## config.mk

```make
export PLATFORM = sky130hd
export DESIGN_NAME = pkt_gen_task_dispatcher
export DESIGN_NICKNAME = d
export VERILOG_FILES = /design/src/rtl/pkt_gen_pkg.sv /design/src/rtl/pkt_gen_rr_arbiter.sv /design/src/rtl/pkt_gen_task_dispatcher.sv
export SDC_FILE = /design/constraint.sdc
export NUM_CORES = 1
export LEC_CHECK = 0
export ABC_CLOCK_PERIOD_IN_PS = 4700
export BUFFER_PORTS_ARGS = -buffer_cell sky130_fd_sc_hd__buf_2
export CAP_MARGIN = 20
export CORE_MARGIN = 4
export CORE_UTILIZATION = 55
export DETAILED_ROUTE_END_ITERATION = 12
export HOLD_SLACK_MARGIN = 0.1
export PLACE_DENSITY = 0.79
export REMOVE_ABC_BUFFERS = 1
export SLEW_MARGIN = 20
export SYNTH_ARGS = -nofsm -noshare
export SYNTH_HDL_FRONTEND = slang
export SYNTH_SLANG_ARGS = --single-unit
```

## constraint.sdc

```tcl
create_clock -name clk_i -period 4.7 [get_ports clk_i]
set_clock_uncertainty 0.2 [all_clocks]
set_input_delay 0.47 -clock clk_i [delete_from_list [all_inputs] [get_ports clk_i]]
set_output_delay 0.47 -clock clk_i [all_outputs]
set_load 0.05 [all_outputs]
```

## src/rtl/pkt_gen_pkg.sv

```systemverilog
// Shared constants and helpers for the packet-generator datapath.
// Imported by the task engine and the task dispatcher.
package pkt_gen_pkg;

    localparam int PKT_SIZE_WIDTH     = 16;
    localparam int DISPATCH_CNT_WIDTH = 32;

    typedef logic [PKT_SIZE_WIDTH-1:0] pkt_size_t;

    // Index width for n items; a single item still needs one bit.
    function automatic int clog2_min1(input int n);
        return (n <= 1) ? 1 : $clog2(n);
    endfunction

endpackage

```

## src/rtl/pkt_gen_rr_arbiter.sv

```systemverilog
// Combinational round-robin search: first requester at or after i_ptr,
// wrapping modulo LANE_CNT.
module pkt_gen_rr_arbiter
    import pkt_gen_pkg::*;
#(
    parameter int LANE_CNT       = 4,
    parameter int LANE_CNT_WIDTH = clog2_min1(LANE_CNT)
) (
    input  logic [LANE_CNT-1:0]       i_req,
    input  logic [LANE_CNT_WIDTH-1:0] i_ptr,
    output logic [LANE_CNT-1:0]       o_gnt,
    output logic [LANE_CNT_WIDTH-1:0] o_gnt_idx,
    output logic                      o_gnt_vld
);

    logic [LANE_CNT-1:0]       w_rot;
    logic [LANE_CNT_WIDTH-1:0] w_first;
    logic [LANE_CNT_WIDTH:0]   w_sum;

    // Rotate so that bit 0 is the lane at i_ptr, then pick the lowest set bit.
    assign w_rot = LANE_CNT'({i_req, i_req} >> i_ptr);

    always_comb begin
        w_first   = '0;
        o_gnt_vld = 1'b0;
        for (int k = LANE_CNT - 1; k >= 0; k--) begin
            if (w_rot[k]) begin
                w_first   = LANE_CNT_WIDTH'(k);
                o_gnt_vld = 1'b1;
            end
        end
    end

    always_comb begin
        w_sum = {1'b0, i_ptr} + {1'b0, w_first};
        if (w_sum >= (LANE_CNT_WIDTH + 1)'(LANE_CNT)) begin
            w_sum = w_sum - (LANE_CNT_WIDTH + 1)'(LANE_CNT);
        end
        o_gnt_idx = w_sum[LANE_CNT_WIDTH-1:0];
        o_gnt     = o_gnt_vld ? (LANE_CNT'(1) << o_gnt_idx) : '0;
    end

endmodule

```

## src/rtl/pkt_gen_task_dispatcher.sv

```systemverilog
// Task FIFO feeding LANE_CNT generator lanes round-robin, one grant per
// clock, with per-lane holding registers and a dispatch counter.
module pkt_gen_task_dispatcher
    import pkt_gen_pkg::*;
#(
    parameter int FLOW_CNT       = 16,
    parameter int FLOW_CNT_WIDTH = clog2_min1(FLOW_CNT),
    parameter int LANE_CNT       = 4,
    parameter int LANE_CNT_WIDTH = clog2_min1(LANE_CNT),
    parameter int FIFO_DEPTH     = 8
) (
    input  logic                               clk_i,
    input  logic                               rst_i,
    input  logic [FLOW_CNT_WIDTH-1:0]          task_flow_num_i,
    input  logic [PKT_SIZE_WIDTH-1:0]          task_pkt_size_i,
    input  logic                               task_valid_i,
    output logic                               task_ready_o,
    input  logic [LANE_CNT-1:0]                lane_en_i,
    input  logic                               flush_i,
    output logic [LANE_CNT*FLOW_CNT_WIDTH-1:0] lane_flow_num_o,
    output logic [LANE_CNT*PKT_SIZE_WIDTH-1:0] lane_pkt_size_o,
    output logic [LANE_CNT-1:0]                lane_valid_o,
    input  logic [LANE_CNT-1:0]                lane_ready_i,
    output logic [$clog2(FIFO_DEPTH+1)-1:0]    fifo_used_o,
    output logic [DISPATCH_CNT_WIDTH-1:0]      dispatch_cnt_o
);

    localparam int PTR_W  = clog2_min1(FIFO_DEPTH);
    localparam int USED_W = $clog2(FIFO_DEPTH + 1);

    logic [FLOW_CNT_WIDTH-1:0] r_mem_flow [FIFO_DEPTH];
    logic [PKT_SIZE_WIDTH-1:0] r_mem_size [FIFO_DEPTH];
    logic [PTR_W-1:0]          r_wr_ptr;
    logic [PTR_W-1:0]          r_rd_ptr;
    logic [USED_W-1:0]         r_used;
    logic [LANE_CNT_WIDTH-1:0] r_rr_ptr;

    logic [LANE_CNT-1:0][FLOW_CNT_WIDTH-1:0] r_lane_flow;
    logic [LANE_CNT-1:0][PKT_SIZE_WIDTH-1:0] r_lane_size;
    logic [LANE_CNT-1:0]                     r_lane_vld;
    logic [DISPATCH_CNT_WIDTH-1:0]           r_disp_cnt;

    logic                      w_full;
    logic                      w_empty;
    logic                      w_push;
    logic                      w_pop;
    logic [LANE_CNT-1:0]       w_avail;
    logic [LANE_CNT-1:0]       w_gnt;
    logic [LANE_CNT-1:0]       w_gnt_sel;
    logic [LANE_CNT_WIDTH-1:0] w_gnt_idx;
    logic                      w_gnt_vld;

    assign w_full       = (r_used == USED_W'(FIFO_DEPTH));
    assign w_empty      = (r_used == '0);
    assign task_ready_o = !rst_i && !w_full && !flush_i;
    assign w_push       = task_valid_i && task_ready_o;
    assign w_avail      = lane_en_i & (~r_lane_vld | lane_ready_i);

    pkt_gen_rr_arbiter #(
        .LANE_CNT       (LANE_CNT),
        .LANE_CNT_WIDTH (LANE_CNT_WIDTH)
    ) u_arb (
        .i_req     (w_avail),
        .i_ptr     (r_rr_ptr),
        .o_gnt     (w_gnt),
        .o_gnt_idx (w_gnt_idx),
        .o_gnt_vld (w_gnt_vld)
    );

    // Only the head already in storage can go out, so a push never bypasses.
    assign w_pop     = w_gnt_vld && !w_empty && !flush_i;
    assign w_gnt_sel = w_gnt & {LANE_CNT{w_pop}};

    always_ff @(posedge clk_i) begin
        if (w_push) begin
            r_mem_flow[r_wr_ptr] <= task_flow_num_i;
            r_mem_size[r_wr_ptr] <= task_pkt_size_i;
        end
    end

    always_ff @(posedge clk_i or posedge rst_i) begin
        if (rst_i) begin
            r_wr_ptr <= '0;
            r_rd_ptr <= '0;
            r_used   <= '0;
        end else if (flush_i) begin
            r_wr_ptr <= '0;
            r_rd_ptr <= '0;
            r_used   <= '0;
        end else begin
            if (w_push) r_wr_ptr <= r_wr_ptr + PTR_W'(1);
            if (w_pop)  r_rd_ptr <= r_rd_ptr + PTR_W'(1);
            if (w_push && !w_pop) begin
                r_used <= r_used + USED_W'(1);
            end else if (!w_push && w_pop) begin
                r_used <= r_used - USED_W'(1);
            end
        end
    end

    always_ff @(posedge clk_i or posedge rst_i) begin
        if (rst_i) begin
            r_lane_vld  <= '0;
            r_lane_flow <= '0;
            r_lane_size <= '0;
        end else begin
            for (int i = 0; i < LANE_CNT; i++) begin
                if (w_gnt_sel[i]) begin
                    r_lane_vld[i]  <= 1'b1;
                    r_lane_flow[i] <= r_mem_flow[r_rd_ptr];
                    r_lane_size[i] <= r_mem_size[r_rd_ptr];
                end else if (lane_ready_i[i]) begin
                    r_lane_vld[i]  <= 1'b0;
                end
            end
        end
    end

    always_ff @(posedge clk_i or posedge rst_i) begin
        if (rst_i) begin
            r_rr_ptr   <= '0;
            r_disp_cnt <= '0;
        end else if (w_pop) begin
            r_rr_ptr   <= (w_gnt_idx == LANE_CNT_WIDTH'(LANE_CNT - 1)) ?
                          '0 : w_gnt_idx + LANE_CNT_WIDTH'(1);
            r_disp_cnt <= r_disp_cnt + DISPATCH_CNT_WIDTH'(1);
        end
    end

    assign lane_flow_num_o = r_lane_flow;
    assign lane_pkt_size_o = r_lane_size;
    assign lane_valid_o    = r_lane_vld;
    assign fifo_used_o     = r_used;
    assign dispatch_cnt_o  = r_disp_cnt;

endmodule

```

## Yosys cells after proc, flatten, opt, wreduce, memory -nomap -nowiden

Memories as Yosys holds them, arrays and structs flattened.
Index checks and enable logic that the tools add are counted.

- Memories: 2
- RAM bits: 160
- Flip-flop bits (word level): 128
- Input bits: 32
- Word-level logic and storage cells: 85

- Add/sub/neg operators: 8
- Eq/ne operators: 2
- Order comparisons: 1
- Muxes and demuxes: 28
- Shift operators: 2
- Bitwise gates (word level): 4
- Reductions and logical operators: 21

Memories:

| memory | depth | bits a word | rd ports | clocked after memory_dff | write ports | line | source |
|---|---|---|---|---|---|---|---|
| r_mem_size | 8 | 16 | 1 | 0 | 1 | pkt_gen_task_dispatcher.sv:32 | `logic [PKT_SIZE_WIDTH-1:0] r_mem_size [FIFO_DEPTH];` |
| r_mem_flow | 8 | 4 | 1 | 0 | 1 | pkt_gen_task_dispatcher.sv:31 | `logic [FLOW_CNT_WIDTH-1:0] r_mem_flow [FIFO_DEPTH];` |

Operators by type and width:

| cell | count |
|---|---|
| $add A32 B1 Y32 const B | 1 |
| $mux W4 | 4 |
| $mux W1 | 14 |
| $mux W2 | 6 |
| $mux W3 | 4 |
| $reduce_bool A2 Y1 | 6 |
| $and A4 B4 Y4 | 2 |
| $shr A8 B2 Y4 | 1 |
| $logic_and A1 B1 Y1 | 7 |
| $add A3 B1 Y3 const B | 2 |
| $logic_not A1 Y1 | 6 |
| $add A4 B1 Y4 const B | 1 |
| $eq A4 B4 Y1 const B | 1 |
| $logic_not A4 Y1 | 1 |
| $not A4 Y4 | 1 |
| $or A4 B4 Y4 | 1 |
| $shl A1 B2 Y4 const A | 1 |
| $sub A4 B1 Y4 const B | 1 |
| $add A2 B2 Y3 | 1 |
| $ge A3 B3 Y1 const B | 1 |
| $reduce_bool A3 Y1 | 1 |
| $add A2 B1 Y2 const B | 1 |
| $eq A2 B2 Y1 const B | 1 |
| $sub A2 B1 Y2 const B | 1 |

## Depth between registers and ports, before layout

- Depth in word-level cells: 15
- Depth in mapped cells: 13
- Depth with buffers taken out: 12

## By module

Synthesis repeated with hierarchy kept, for this count alone.

- Cells, all modules: 659
- Area, all modules: 11598.6 sq um

Modules (own cells, without submodules):

| module | instances | cells an instance | area each (sq um) |
|---|---|---|---|
| pkt_gen_task_dispatcher | 1 | 621 | 11328.4 |
| pkt_gen_rr_arbiter | 1 | 38 | 270.3 |

## Worst setup path after synthesis

OpenSTA, ideal clock, no wires.

- Path type: register to register
- Start point: reg r_used[1], in the netlist fifo_used_o[1]
- End point: mem r_mem_flow[2][0] in the netlist's numbering (enable)
- Buffers on the path: 0
- Arrival time: 4.837 ns
- Required time: 4.045 ns
- Stages on the path, launching flop included: 5
- Slack: -0.792 ns
- Path through: dfrtp_1 nor3_1 a211oi_1 nand2_1 nor4b_1

- Cells in the longest elaborated chain, start to end: 7

Ends and longest elaborated chain:

| what | line | source |
|---|---|---|
| from (decl) | pkt_gen_task_dispatcher.sv:35 | `logic [USED_W-1:0] r_used;` |
| from (signal assigned) | pkt_gen_task_dispatcher.sv:94 | `r_used <= r_used + USED_W'(1);` |
| from (signal assigned) | pkt_gen_task_dispatcher.sv:96 | `r_used <= r_used - USED_W'(1);` |
| $eq A4 B4 Y1 | pkt_gen_task_dispatcher.sv:53 | `assign w_full = (r_used == USED_W'(FIFO_DEPTH));` |
| $logic_not A1 Y1 | pkt_gen_task_dispatcher.sv:55 | `assign task_ready_o = !rst_i && !w_full && !flush_i;` |
| $logic_and A1 B1 Y1 (2 in a row) | pkt_gen_task_dispatcher.sv:55 |  |
| via task_ready_o | pkt_gen_task_dispatcher.sv:17 | `output logic task_ready_o,` |
| $logic_and A1 B1 Y1 | pkt_gen_task_dispatcher.sv:56 | `assign w_push = task_valid_i && task_ready_o;` |
| $mux W1 | pkt_gen_task_dispatcher.sv:75 | `if (w_push) begin` |
| $mux W1 (implied by the code) | pkt_gen_task_dispatcher.sv:76 | `r_mem_flow[r_wr_ptr] <= task_flow_num_i;` |
| to (decl) | pkt_gen_task_dispatcher.sv:31 |  |

The timed path passes the listed nets, and every way through them passes these cells.

## Worst setup path in the final report

- Start point: in lane_ready_i[0]
- End point: reg r_lane_size (netlist bit lane_pkt_size_o[63]), read port of r_mem_size

- Cells in the longest elaborated chain, start to end: 13
- Elaborated cells on any way between the ends: 20
- Those cells by class: add/sub: 2; order compare: 1; shift: 2; mux: 10; bitwise: 3; reduce/logical: 2

Ends and longest elaborated chain:

| what | line | source |
|---|---|---|
| from (decl) | pkt_gen_task_dispatcher.sv:23 | `input logic [LANE_CNT-1:0] lane_ready_i,` |
| $or A4 B4 Y4 (*) | pkt_gen_task_dispatcher.sv:57 | `assign w_avail = lane_en_i & (~r_lane_vld \| lane_ready_i);` |
| $and A4 B4 Y4 (*) | pkt_gen_task_dispatcher.sv:57 |  |
| $shr A8 B2 Y4 (*) | pkt_gen_rr_arbiter.sv:21 | `assign w_rot = LANE_CNT'({i_req, i_req} >> i_ptr);` |
| $mux W2 (4 in a row) | pkt_gen_rr_arbiter.sv:27 | `if (w_rot[k]) begin` |
| $add A2 B2 Y3 | pkt_gen_rr_arbiter.sv:35 | `w_sum = {1'b0, i_ptr} + {1'b0, w_first};` |
| $ge A3 B3 Y1 or $sub A2 B1 Y2 (tied branches) | pkt_gen_rr_arbiter.sv:36, pkt_gen_rr_arbiter.sv:37 |  |
| $mux W2 | pkt_gen_rr_arbiter.sv:36 | `if (w_sum >= (LANE_CNT_WIDTH + 1)'(LANE_CNT)) begin` |
| $shl A1 B2 Y4 | pkt_gen_rr_arbiter.sv:40 | `o_gnt = o_gnt_vld ? (LANE_CNT'(1) << o_gnt_idx) : '0;` |
| $mux W4 | pkt_gen_rr_arbiter.sv:40 |  |
| $and A4 B4 Y4 (*) | pkt_gen_task_dispatcher.sv:72 | `assign w_gnt_sel = w_gnt & {LANE_CNT{w_pop}};` |
| to (decl) | pkt_gen_task_dispatcher.sv:39 | `logic [LANE_CNT-1:0][PKT_SIZE_WIDTH-1:0] r_lane_size;` |

Mark *: on every way between the ends. The rest lies on a longest branch, timed or not.
A chain may end at the register's enable or synchronous reset.

==> results.sh <==
export IMPL_hold_viol=0
export IMPL_relSlewSlack_pct=55.27
export IMPL_root_buffer="clkbuf_16"
export IMPL_r2r_setup_slack_ps=1410
export IMPL_ys_warnings_count=0
export IMPL_final_common_cell="edfxtp_1"
export IMPL_cts_max_level=1
export IMPL_drive_above_1_share_pct=29.17
export IMPL_routed_wl_um=24670
export IMPL_dr_wl_met2_um=12240
export IMPL_worst_pin_slew_ps=667.8
export IMPL_antenna_found_initial=1
export IMPL_powerDensity_nw_per_um2=647.9
export IMPL_status="completed"
export IMPL_top_layer="met4"
export IMPL_finalPower_mw=8.875
export IMPL_path_clk_slew_ps=60
export IMPL_synthesis_area_um2=11350
export IMPL_dp_hpwl_um=16030
export IMPL_grt_pass1_wl_um=38510
export IMPL_overflow=0
export IMPL_core_um2=20230
export IMPL_area_delta_synth_final_pct=20.73
export IMPL_cts_sinks=288
export IMPL_finalSetupViolations=0
export IMPL_ir_drop_v=0.0004035
export IMPL_timing_hold_ws_ps=115.2
export IMPL_drt_met1_wl_um=10190
export IMPL_grt_max_degree=53
export IMPL_antenna_left=0
export IMPL_r2r_start="lane_valid_o[2]"
export IMPL_final_cell_mix="edfxtp_1 (160), buf_2 (152), dfrtp_1 (127)"
export IMPL_wire_per_inst_um=20.04
export IMPL_syn_inst=750
export IMPL_vias=6922
export IMPL_utilization_pct=67.70
export IMPL_crit_start="lane_ready_i[0]"
export IMPL_portBuffers=152
export IMPL_path_class="primary input to flip-flop"
export IMPL_rows=52
export IMPL_cts_tree="yes"
export IMPL_r2r_end="lane_pkt_size_o[63]"
export IMPL_post_route_drc_count=0
export IMPL_io_pins=153
export IMPL_drt_pass1_iter_count=5
export IMPL_required_ps=4900
export IMPL_async_flop_share_pct=44.44
export IMPL_nNetsFinal=981
export IMPL_cellLeakagePower_nw=5.634
export IMPL_grt_pass1_vias=6912
export IMPL_post_cts_buffers=0
export IMPL_via_per_inst=5.623
export IMPL_cts_buffers_inserted=28
export IMPL_crit_arrival_ps=3760
export IMPL_ys_ff_latch=288
export IMPL_critical_path_endpoint_type="flip-flop"
export IMPL_start_util_pct=56.07
export IMPL_min_period_ps=3557
export IMPL_synth_ff_type="edfxtp_1"
export IMPL_die_width_um=151.6
export IMPL_cap_violations=0
export IMPL_fmax_ghz=0.2811
export IMPL_seq_area_frac_synth_pct=70.58
export IMPL_synth_edff_count=160
export IMPL_die_area_um2=22990
export IMPL_reg2regPathDepth=13
export IMPL_grt_usage_pct=21.62
export IMPL_ys_types=45
export IMPL_drtIter0Drc=429
export IMPL_min_period_over_period_pct=75.69
export IMPL_cp_max_fo=33
export IMPL_rsz0062_at_grt="no"
export IMPL_cts_max_path_buffers=3
export IMPL_critPathLaunchType="primary input"
export IMPL_drv_slew=0
export IMPL_syn_area_per_cell_um2=15.13
export IMPL_critical_path_endpoint="lane_pkt_size_o[63]"
export IMPL_clk_latency_ps=540
export IMPL_die_h_um=151.6
export IMPL_met3WireLength_um=1840
export IMPL_gp_congestion=0.8481
export IMPL_hold_class="primary input to flip-flop"
==> how the worst min path moves through the flow <==
stage | start | slack (ps) | endpoint | cells past startpoint
after floorplan | flush_i | 340 | fifo_used_o[3] | 1
after global placement | dispatch_cnt_o[31] | 250 | dispatch_cnt_o[31] | 1
after detailed placement | dispatch_cnt_o[31] | 250 | dispatch_cnt_o[31] | 1
after CTS | flush_i | 100 | fifo_used_o[2] | 2
after global routing | flush_i | 120 | fifo_used_o[3] | 2
final | flush_i | 120 | fifo_used_o[2] | 2
==> timing repair <==
item | in CTS | in global routing
hold buffers | 24 | 0
resized for setup | 0 | 0
endpoints found under the hold margin | 213 | 0
==> through the flow <==
stage / instances / instance area (um^2) / setup TNS, ps / setup slack, ps
2_1_floorplan: 711 / 11190 / -47690 / -792.1
3_3_place_gp: 1153 / 12490 / 0 / 1285
3_5_place_dp: 1154 / 12500 / 0 / 1211
4_1_cts: 1230 / 13700 / 0 / 1179
5_1_grt: 1231 / 13700 / 0 / 941.8
6_report: 1231 / 13700 / 0 / 1143
==> Yosys cell counts (2+ instances only) <==
master     number  share of area (%)
nand2_1       115                3.8
mux2i_1        22                1.9
nor4_2          2               0.22
ha_1           10                1.1
nand4_1         7               0.39
xnor2_1        26                2.0
dfrtp_1       128                 28
and3_1         10               0.55
and4_1          3               0.23
mux4_2         41                8.1
or3_1           4               0.22
nor3_1          5               0.22
xor2_1         13                1.0
nand3_1        11               0.49
edfxtp_1      160                 42
a211oi_1        2               0.13
inv_1           8               0.26
buf_2           6               0.26
clkbuf_1       26               0.86
and2_1          5               0.28
nor4b_1         2               0.15
a21oi_1         5               0.22
o2111ai_1       2               0.15
o211ai_1        2               0.13
nor3b_1         2               0.13
o21ai_0        86                3.8
nor2_1         17               0.56
nand2b_1        7               0.39
buf_1           7               0.23
==> logic make-up (layout without fill, tap and decap cells) <==
kind of cell    after synthesis  after routing  synth area share, %
compound gates              105            105                5.161
xor+xnor                     39             39                3.011
fa+ha+maj                    11             11                1.279
buf+inv                      47            257                1.621
flops                       288            288                70.58
mux                          63             63                10.08
other cells                   0              1                    0
simple gates                197            197                8.271
==> critical path: stages <==
cell and delay (ps):
dlygate4sd3_1 530, buf_2 120, nand2b_1 180, a22oi_2 350, or4_1 170, o21ai_0 70
a211o_1 230, ha_1 190, xnor2_1 260, xor2_1 250, ha_1 200, nand2_1 190
buf_4 300, nand2_1 120, o21ai_0 90
==> power by group <==
group / switching [mW] / internal, mW
clock network: 0.914 / 1.32
logic: 2.35 / 0.899
registers: 0.319 / 3.07
==> area by class of cell <==
cell class                      count  area (um^2)
Clock inverter                     12        103.9
Clock buffer                       40        850.8
Multi-Input combinational cell    415         3196
Timing Repair Buffer              197         1166
Sequential cell                   288         8009
Fill cell                        1327         6536
Antenna cell                        1        2.502
Inverter                            8        32.53
Tap cell                          270        337.8
==> flip-flops by register name, indices dropped and copies added, names as in the netlist <==
| name | count |
|---|---|
| lane_flow_num_o | 16 |
| lane_valid_o | 4 |
| r_rr_ptr | 2 |
| r_wr_ptr | 3 |
| fifo_used_o | 4 |
| r_rd_ptr | 3 |
| lane_pkt_size_o | 64 |
| r_mem_flow | 32 |
| r_mem_size | 128 |
| dispatch_cnt_o | 32 |
==> routing by layer <==
layer	vias up	track usage (%)
li1	3136	-
met1	3505	29.93
met2	245	36.10
met3	36	4.075
met4	0	5.256
met5	-	0
Note: power is estimated with default switching activity, not from simulation.
